<file path="config.mk">
export PLATFORM = sky130hd
export DESIGN_NAME = mem_arbiter
export DESIGN_NICKNAME = d
export VERILOG_FILES = /design/src/rtl/mem_arbiter.sv
export SDC_FILE = /design/constraint.sdc
export NUM_CORES = 1
export LEC_CHECK = 0
export CAP_MARGIN = 0
export CORE_ASPECT_RATIO = 0.6
export CORE_MARGIN = 1
export CORE_UTILIZATION = 29
export CTS_CLUSTER_DIAMETER = 40
export DETAILED_ROUTE_END_ITERATION = 7
export HOLD_SLACK_MARGIN = 0.15
export PLACE_DENSITY = 0.6
export SETUP_SLACK_MARGIN = 0.4
export SYNTH_ARGS = -nofsm -noshare
export SYNTH_HDL_FRONTEND = slang
export SYNTH_SLANG_ARGS = --single-unit
</file>
<file path="constraint.sdc">
create_clock -name clk -period 7.91 [get_ports clk]
set_input_delay 1.1865 -clock clk [delete_from_list [all_inputs] [get_ports clk]]
set_output_delay 1.1865 -clock clk [all_outputs]
set_load 0.1 [all_outputs]
</file>
<file path="src/rtl/mem_arbiter.sv">
// Two-port memory arbiter: CPU and debug ports share one memory port.
// Round-robin tie break, grant-time latching, wait-state timeout.
//
// Ports:
//   clk, rst                    clock, async active-high reset
//   cpu_req/we/addr/wdata       CPU request port
//   cpu_ack, cpu_err            CPU completion pulse and timeout flag
//   dbg_req/we/addr/wdata       debug/loader request port
//   dbg_ack, dbg_err            debug completion pulse and timeout flag
//   rdata                       read data, valid in the ack cycle
//   mem_en/we/addr/wdata        memory access strobe and payload
//   mem_rdata, mem_ready        memory read data and access-complete
//   owner                       latched grant owner (0 CPU, 1 debug)
//   curr_state                  FSM state (00 idle, 01 access, 10 done)
module mem_arbiter #(
  parameter int unsigned TIMEOUT = 15
) (
  input  logic        clk,
  input  logic        rst,
  input  logic        cpu_req,
  input  logic        cpu_we,
  input  logic [31:0] cpu_addr,
  input  logic [31:0] cpu_wdata,
  output logic        cpu_ack,
  output logic        cpu_err,
  input  logic        dbg_req,
  input  logic        dbg_we,
  input  logic [31:0] dbg_addr,
  input  logic [31:0] dbg_wdata,
  output logic        dbg_ack,
  output logic        dbg_err,
  output logic [31:0] rdata,
  output logic        mem_en,
  output logic        mem_we,
  output logic [31:0] mem_addr,
  output logic [31:0] mem_wdata,
  input  logic [31:0] mem_rdata,
  input  logic        mem_ready,
  output logic        owner,
  output logic [1:0]  curr_state
);

  typedef enum logic [1:0] {
    IDLE   = 2'b00,
    ACCESS = 2'b01,
    DONE   = 2'b10,
    BAD    = 2'b11
  } state_t;

  // Last ACCESS cycle that may still wait before aborting.
  localparam logic [7:0] TMO_LAST = 8'(TIMEOUT - 1);

  state_t      state;
  state_t      state_nxt;
  logic        owner_q;
  logic        we_q;
  logic        err_q;
  logic        last_grant;
  logic [31:0] addr_q;
  logic [31:0] wdata_q;
  logic [31:0] rdata_q;
  logic [7:0]  wait_cnt;
  logic        grant;
  logic        gsel;
  logic        hit;
  logic        tmo;

  always_comb begin
    state_nxt = state;
    grant     = 1'b0;
    gsel      = 1'b0;
    hit       = 1'b0;
    tmo       = 1'b0;
    unique case (state)
      IDLE: begin
        if (cpu_req || dbg_req) begin
          grant     = 1'b1;
          // On a tie, serve whichever port did not win last time.
          gsel      = (cpu_req && dbg_req) ? ~last_grant : dbg_req;
          state_nxt = ACCESS;
        end
      end
      ACCESS: begin
        if (mem_ready) begin
          hit       = 1'b1;
          state_nxt = DONE;
        end else if (wait_cnt == TMO_LAST) begin
          tmo       = 1'b1;
          state_nxt = DONE;
        end
      end
      DONE:    state_nxt = IDLE;
      default: state_nxt = IDLE;
    endcase
  end

  always_ff @(posedge clk or posedge rst) begin
    if (rst) begin
      state      <= IDLE;
      owner_q    <= 1'b0;
      we_q       <= 1'b0;
      err_q      <= 1'b0;
      last_grant <= 1'b1;
      addr_q     <= '0;
      wdata_q    <= '0;
      rdata_q    <= '0;
      wait_cnt   <= '0;
    end else begin
      state <= state_nxt;
      if (grant) begin
        owner_q    <= gsel;
        last_grant <= gsel;
        we_q       <= gsel ? dbg_we    : cpu_we;
        addr_q     <= gsel ? dbg_addr  : cpu_addr;
        wdata_q    <= gsel ? dbg_wdata : cpu_wdata;
        wait_cnt   <= '0;
        err_q      <= 1'b0;
      end
      if (state == ACCESS && !mem_ready)
        wait_cnt <= wait_cnt + 8'd1;
      if (hit) begin
        err_q <= 1'b0;
        if (!we_q)
          rdata_q <= mem_rdata;
      end
      if (tmo)
        err_q <= 1'b1;
    end
  end

  assign mem_en     = (state == ACCESS);
  assign mem_we     = (state == ACCESS) && we_q;
  assign mem_addr   = addr_q;
  assign mem_wdata  = wdata_q;
  assign rdata      = rdata_q;
  assign owner      = owner_q;
  assign curr_state = state;
  assign cpu_ack    = (state == DONE) && !owner_q;
  assign dbg_ack    = (state == DONE) && owner_q;
  assign cpu_err    = cpu_ack && err_q;
  assign dbg_err    = dbg_ack && err_q;

endmodule
</file>
; Word-level counts from Yosys, hierarchy flattened
; Index checks and enable logic that the tools add are counted.
[totals]
register_bits = 110
in_bits = 167
word_cells = 54
[op_classes]
n_addsub = 1
eq_ne = 5
muxes = 22
bitwise = 2
n_reduce_logical = 15
[ops]
columns = cell, count
row1 = $mux W32, 2
row2 = $mux W8, 2
row3 = $mux W1, 14
row4 = $add A8 B1 Y8 const B, 1
row5 = $eq A8 B4 Y1 const B, 1
row6 = $logic_and A1 B1 Y1, 7
row7 = $mux W2, 3
row8 = $pmux W2 S2, 1
row9 = $reduce_and A2 Y1, 2
row10 = $ne A3 B1 Y1 const B, 1
row11 = $reduce_bool A3 Y1, 1
row12 = $eq A2 B1 Y1 const B, 1
row13 = $eq A2 B2 Y1 const B, 1
row14 = $logic_not A1 Y1, 2
row15 = $logic_not A2 Y1, 1
row16 = $ne A2 B2 Y1 const B, 1
row17 = $not A1 Y1, 2
row18 = $reduce_bool A2 Y1, 1
row19 = $logic_or A1 B1 Y1, 1

; Logic depth before layout (Yosys ltp)
[depth]
word_depth = 6
depth_mapped = 6
depth_no_buf = 6

; Worst setup path before layout
; OpenSTA, ideal clock, no wires.
[synth_path]
path_kind = register to output
from = register state[1], in the netlist curr_state[1]
to = output cpu_err
arrival_ps = 3582
setup_slack_ps = 3142
stages_incl_launch_ff = 4
n_path_buf = 0
path_cell_list = dfrtp_1 > nor2b_1 > nor2b_1 > and2_1
[synth_between]
elab_chain_cells = 3
[synth_rtl]
columns = element, line
row1 = start: declaration, 53  ; state_t state;
row2 = start signal: assignment, 109  ; state <= state_nxt;
row3 = $eq A2 B2 Y1, 138  ; assign cpu_ack = (state == DONE) && !owner_q;
row4 = $logic_and A1 B1 Y1, 138
row5 = net cpu_ack, 24  ; output logic cpu_ack,
row6 = $logic_and A1 B1 Y1, 140  ; assign cpu_err = cpu_ack && err_q;
row7 = end: declaration, 25  ; output logic cpu_err,
; The timed path passes the listed nets, and every way through them passes these cells.

; Worst setup path after layout
[layout_path]
from = register state[1], in the netlist curr_state[1]
to = output cpu_err
[layout_between]
elab_chain_cells = 3
[layout_rtl]
columns = element, line
row1 = $eq A2 B2 Y1, 138
row2 = $logic_and A1 B1 Y1, 138
row3 = $logic_and A1 B1 Y1, 140
; No other way between the ends.

==> impl_metrics.prom <==
# TYPE chip_impl_metric gauge
chip_impl_metric{name="timing.critical_path.arrival",unit="ns"} 2.49
chip_impl_metric{name="synth.cell_area",unit="sq um"} 5030
chip_impl_info{name="rsz_0062_raised_after_global_routing",value="false"} 1
chip_impl_metric{name="fp.coreArea",unit="sq um"} 16600
chip_impl_metric{name="timing_hold_violations_final",unit=""} 0
chip_impl_metric{name="start_util",unit="%"} 30.3
chip_impl_metric{name="die_h",unit="um"} 104
chip_impl_metric{name="top_level_ports",unit=""} 272
chip_impl_metric{name="grt_overflow_total",unit=""} 0
chip_impl_metric{name="cts_made_buffers",unit=""} 9
chip_impl_metric{name="routed_via_density",unit=""} 4.70
chip_impl_metric{name="hpwlAfterDp",unit="mm"} 11.6
chip_impl_metric{name="route.vias.total",unit=""} 4608
chip_impl_metric{name="finalClockSkew",unit="ns"} 0.0124
chip_impl_metric{name="finalWeightedCongestion",unit=""} 0.794
chip_impl_metric{name="synth-simple-area-share",unit="%"} 14.1
chip_impl_info{name="cp_cell_sequence",value="nor2b_1 > nor2b_1 > and2_1 > clkdlybuf4s50_1"} 1
chip_impl_metric{name="synth_area_in_adders",unit="%"} 0.498
chip_impl_metric{name="number_of_antenna_violations_at_the_first_check_in_global_routing",unit=""} 0
chip_impl_metric{name="worst_margin_pin_slew",unit="ns"} 1.08
chip_impl_metric{name="synth.avg_cell_area",unit="sq um"} 10.2
chip_impl_metric{name="synth_compound_area_share",unit="%"} 16.0
chip_impl_metric{name="drc_violation_count_after_routing",unit=""} 0
chip_impl_info{name="critPathTopFamily",value="buffers and inverters"} 1
chip_impl_metric{name="place.port_buffers",unit=""} 271
chip_impl_info{name="critPathLaunchType",value="register"} 1
chip_impl_metric{name="fmax",unit="GHz"} 0.272
chip_impl_metric{name="cts-root-to-sink-buffers",unit=""} 2
chip_impl_metric{name="htreeDepth",unit=""} 3
chip_impl_metric{name="synth-warning-count",unit=""} 0
chip_impl_metric{name="grt_util_all_layers",unit="%"} 18.0
chip_impl_metric{name="setup_ws",unit="ns"} 4.24
chip_impl_metric{name="grt_pass1_wl",unit="mm"} 25.1
chip_impl_metric{name="ys_seq_elements",unit=""} 110
chip_impl_metric{name="clock_edge_transition_at_the_registers_on_the_reported_setup_and_hold_paths",unit="ns"} 0.08
chip_impl_metric{name="antenna_violating_nets_post_route",unit=""} 0
chip_impl_metric{name="worstSkewPairLatency",unit="ns"} 0.35
chip_impl_metric{name="fin_tns_setup",unit="ns"} 0
chip_impl_metric{name="timing.critical_path.slowest_cell_delay",unit="ns"} 1.14
chip_impl_metric{name="synth_xor_xnor_area_share",unit="%"} 0
chip_impl_metric{name="drtPass1Iterations",unit=""} 4
chip_impl_metric{name="yosysUniqueCellTypes",unit=""} 35
chip_impl_metric{name="final_routed_wirelength_across_all_metal_layers",unit="mm"} 16.3
chip_impl_metric{name="drt_iter0_markers",unit=""} 257
chip_impl_metric{name="timing.final.crit_share",unit="%"} 46.4
chip_impl_metric{name="yosysSeqAreaShare",unit="%"} 54.8
chip_impl_info{name="cts_root_buf",value="clkbuf_16"} 1
chip_impl_info{name="outcome",value="finished clean"} 1
chip_impl_metric{name="finalNetCount",unit=""} 916
chip_impl_info{name="main_combinational_cell_family_by_area_after_synthesis",value="compound AO/OA/AOI/OAI gates"} 1
chip_impl_metric{name="full_die_area",unit="sq um"} 17900
chip_impl_metric{name="final.hold.worst_slack",unit="ns"} 0.462
chip_impl_metric{name="place_worst_setup_slack",unit="ns"} 4.45
chip_impl_metric{name="avgRoutedWirePerCell",unit="um"} 16.7
chip_impl_metric{name="grt_max_degree",unit=""} 69
chip_impl_metric{name="worst_ep_required_time",unit="ns"} 6.72
chip_impl_metric{name="ctsHoldBuffers",unit=""} 0
chip_impl_metric{name="diodes",unit=""} 0
chip_impl_metric{name="post-cts-setup-buffers",unit=""} 0
chip_impl_info{name="criticalPathCategory",value="reg2out"} 1
chip_impl_metric{name="synth_fp_nets",unit=""} 661
chip_impl_info{name="worst_hold_path_type",value="reg2reg"} 1
chip_impl_metric{name="post-route-min-period",unit="ns"} 3.67
chip_impl_info{name="critPathSlowestCell",value="clkdlybuf4s50_1"} 1
chip_impl_info{name="critical_path.most_common_cell",value="nor2b_1"} 1
chip_impl_metric{name="postSynthCellCount",unit=""} 492
chip_impl_metric{name="post_cts_resize_count",unit=""} 0
chip_impl_metric{name="timing.max_cap.violations",unit=""} 0
chip_impl_metric{name="timing.final.setup_violations",unit=""} 0
chip_impl_metric{name="synth.area.mux_share",unit="%"} 9.40
chip_impl_metric{name="grt_pass1_vias",unit=""} 4580
chip_impl_metric{name="clkSinkCount",unit=""} 110
chip_impl_metric{name="critPathMaxFanout",unit=""} 7
chip_impl_info{name="timing.critical_path.to_type",value="primary output"} 1
chip_impl_info{name="cts_tree",value="built"} 1
chip_impl_metric{name="layout-area-overhead-vs-synth",unit="%"} 61.2
chip_impl_metric{name="dieWidth",unit="um"} 172
chip_impl_metric{name="worst-path-buf-inv",unit=""} 1
chip_impl_metric{name="num_rows",unit=""} 36
chip_impl_metric{name="fraction_of_final_layout_cells_sized_beyond_drive_strength_1",unit="%"} 10.5
chip_impl_metric{name="slew_headroom",unit="%"} 28.1
chip_impl_metric{name="final-max-slew-violation-count",unit=""} 0
per-stage QoR:
stage                     area, sq um  utilization [%]  cells
after detailed placement         7820             47.2    964
after global routing             8110             48.9    980
after floorplan                  5030                -    492
after global placement           7820             47.2    964
final                            8110             48.9    980
after CTS                        8110             48.9    980
cells in the final DEF (no fill, tap or decap), types with 3 or more instances in the layout:
| cell | instances |
|---|---|
| a21oi_1 | 118 |
| a21oi_2 | 14 |
| and2_1 | 4 |
| buf_4 | 5 |
| clkbuf_16 | 9 |
| clkdlybuf4s50_1 | 271 |
| dfrtp_1 | 109 |
| mux2_4 | 30 |
| nand2_1 | 75 |
| nand3_1 | 5 |
| nor2_1 | 66 |
| o21ai_0 | 8 |
| o31ai_1 | 3 |
layer usage:
| metal | routed length (um) | GRT usage (%) | vias to the layer above |
|---|---|---|---|
| li1 | - | - | 2172 |
| met1 | 7330 | 23.4 | 2230 |
| met2 | 7380 | 28.9 | 187 |
| met3 | 1430 | 5.86 | 19 |
| met4 | 189 | 3.98 | 0 |
| met5 | 0 | 0 | - |
state kept, by name (all words and copies together) (netlist names):
name / cells
curr_state: 2
mem_wdata: 32
we_q: 1
mem_addr: 32
rdata: 32
owner: 1
last_grant: 1
wait_cnt: 8
err_q: 1
Yosys cell counts, drive strengths merged:
library cell,count,area (sq um)
ha,2,25.0
nor4,1,6.26
a22oi,1,7.51
o211ai,2,15.0
nor2b,3,26.3
or2,1,6.26
nand3,6,30.0
and3,3,18.8
dfstp,1,26.3
clkbuf,3,11.3
a21oi,132,713
o31ai,3,22.5
buf,29,246
nand4b,1,8.76
nand2,76,288
o21ai,8,40.0
and4bb,1,12.5
dfrtp,109,2730
mux2,32,473
o21a,1,7.51
or3b,1,8.76
inv,2,7.51
nor2,67,254
nor3b,1,7.51
and2,5,31.3
and3b,1,8.76
worst paths after layout:
path                               start           end  slack, ns  cells past startpoint
hold reg to reg               last_grant    last_grant       0.46                      2
max in group asynchronous            rst         err_q       5.37                      3
hold / removal                last_grant    last_grant       0.46                      2
setup reg to reg           curr_state[1]  mem_addr[18]       5.73                      5
setup / recovery           curr_state[1]       cpu_err       4.24                      4
min in group asynchronous            rst  mem_wdata[2]       1.24                      2
area by class of cell:
class,instances,area (sq um)
repair buffers,276,2750
well taps,228,285
clock buffers,10,239
flip-flops and latches,110,2750
clock inverters,6,52.6
inverters,2,10.0
multi-input cells,348,2020
fillers,1533,8470
cell families (layout without fill, tap and decap cells):
family                   count (synthesis)  in the layout
multiplexers                            32             32
adder cells (fa/ha/maj)                  2              2
flip-flops                             110            110
AND/OR/NAND/NOR                        167            167
AO/OA/AOI/OAI                          147            147
buffers and inverters                   34            294
tightest hold or removal path: cells and delay by family, from the launching register on:
| family | cells | cell delay (ns) |
|---|---|---|
| and+or+nand+nor | 2 | 0.10 |
| DFF | 1 | 0.37 |
Power is left out: the tool's default activity adds up to more than one toggle a clock period on the data nets, which glitch-free logic cannot reach.
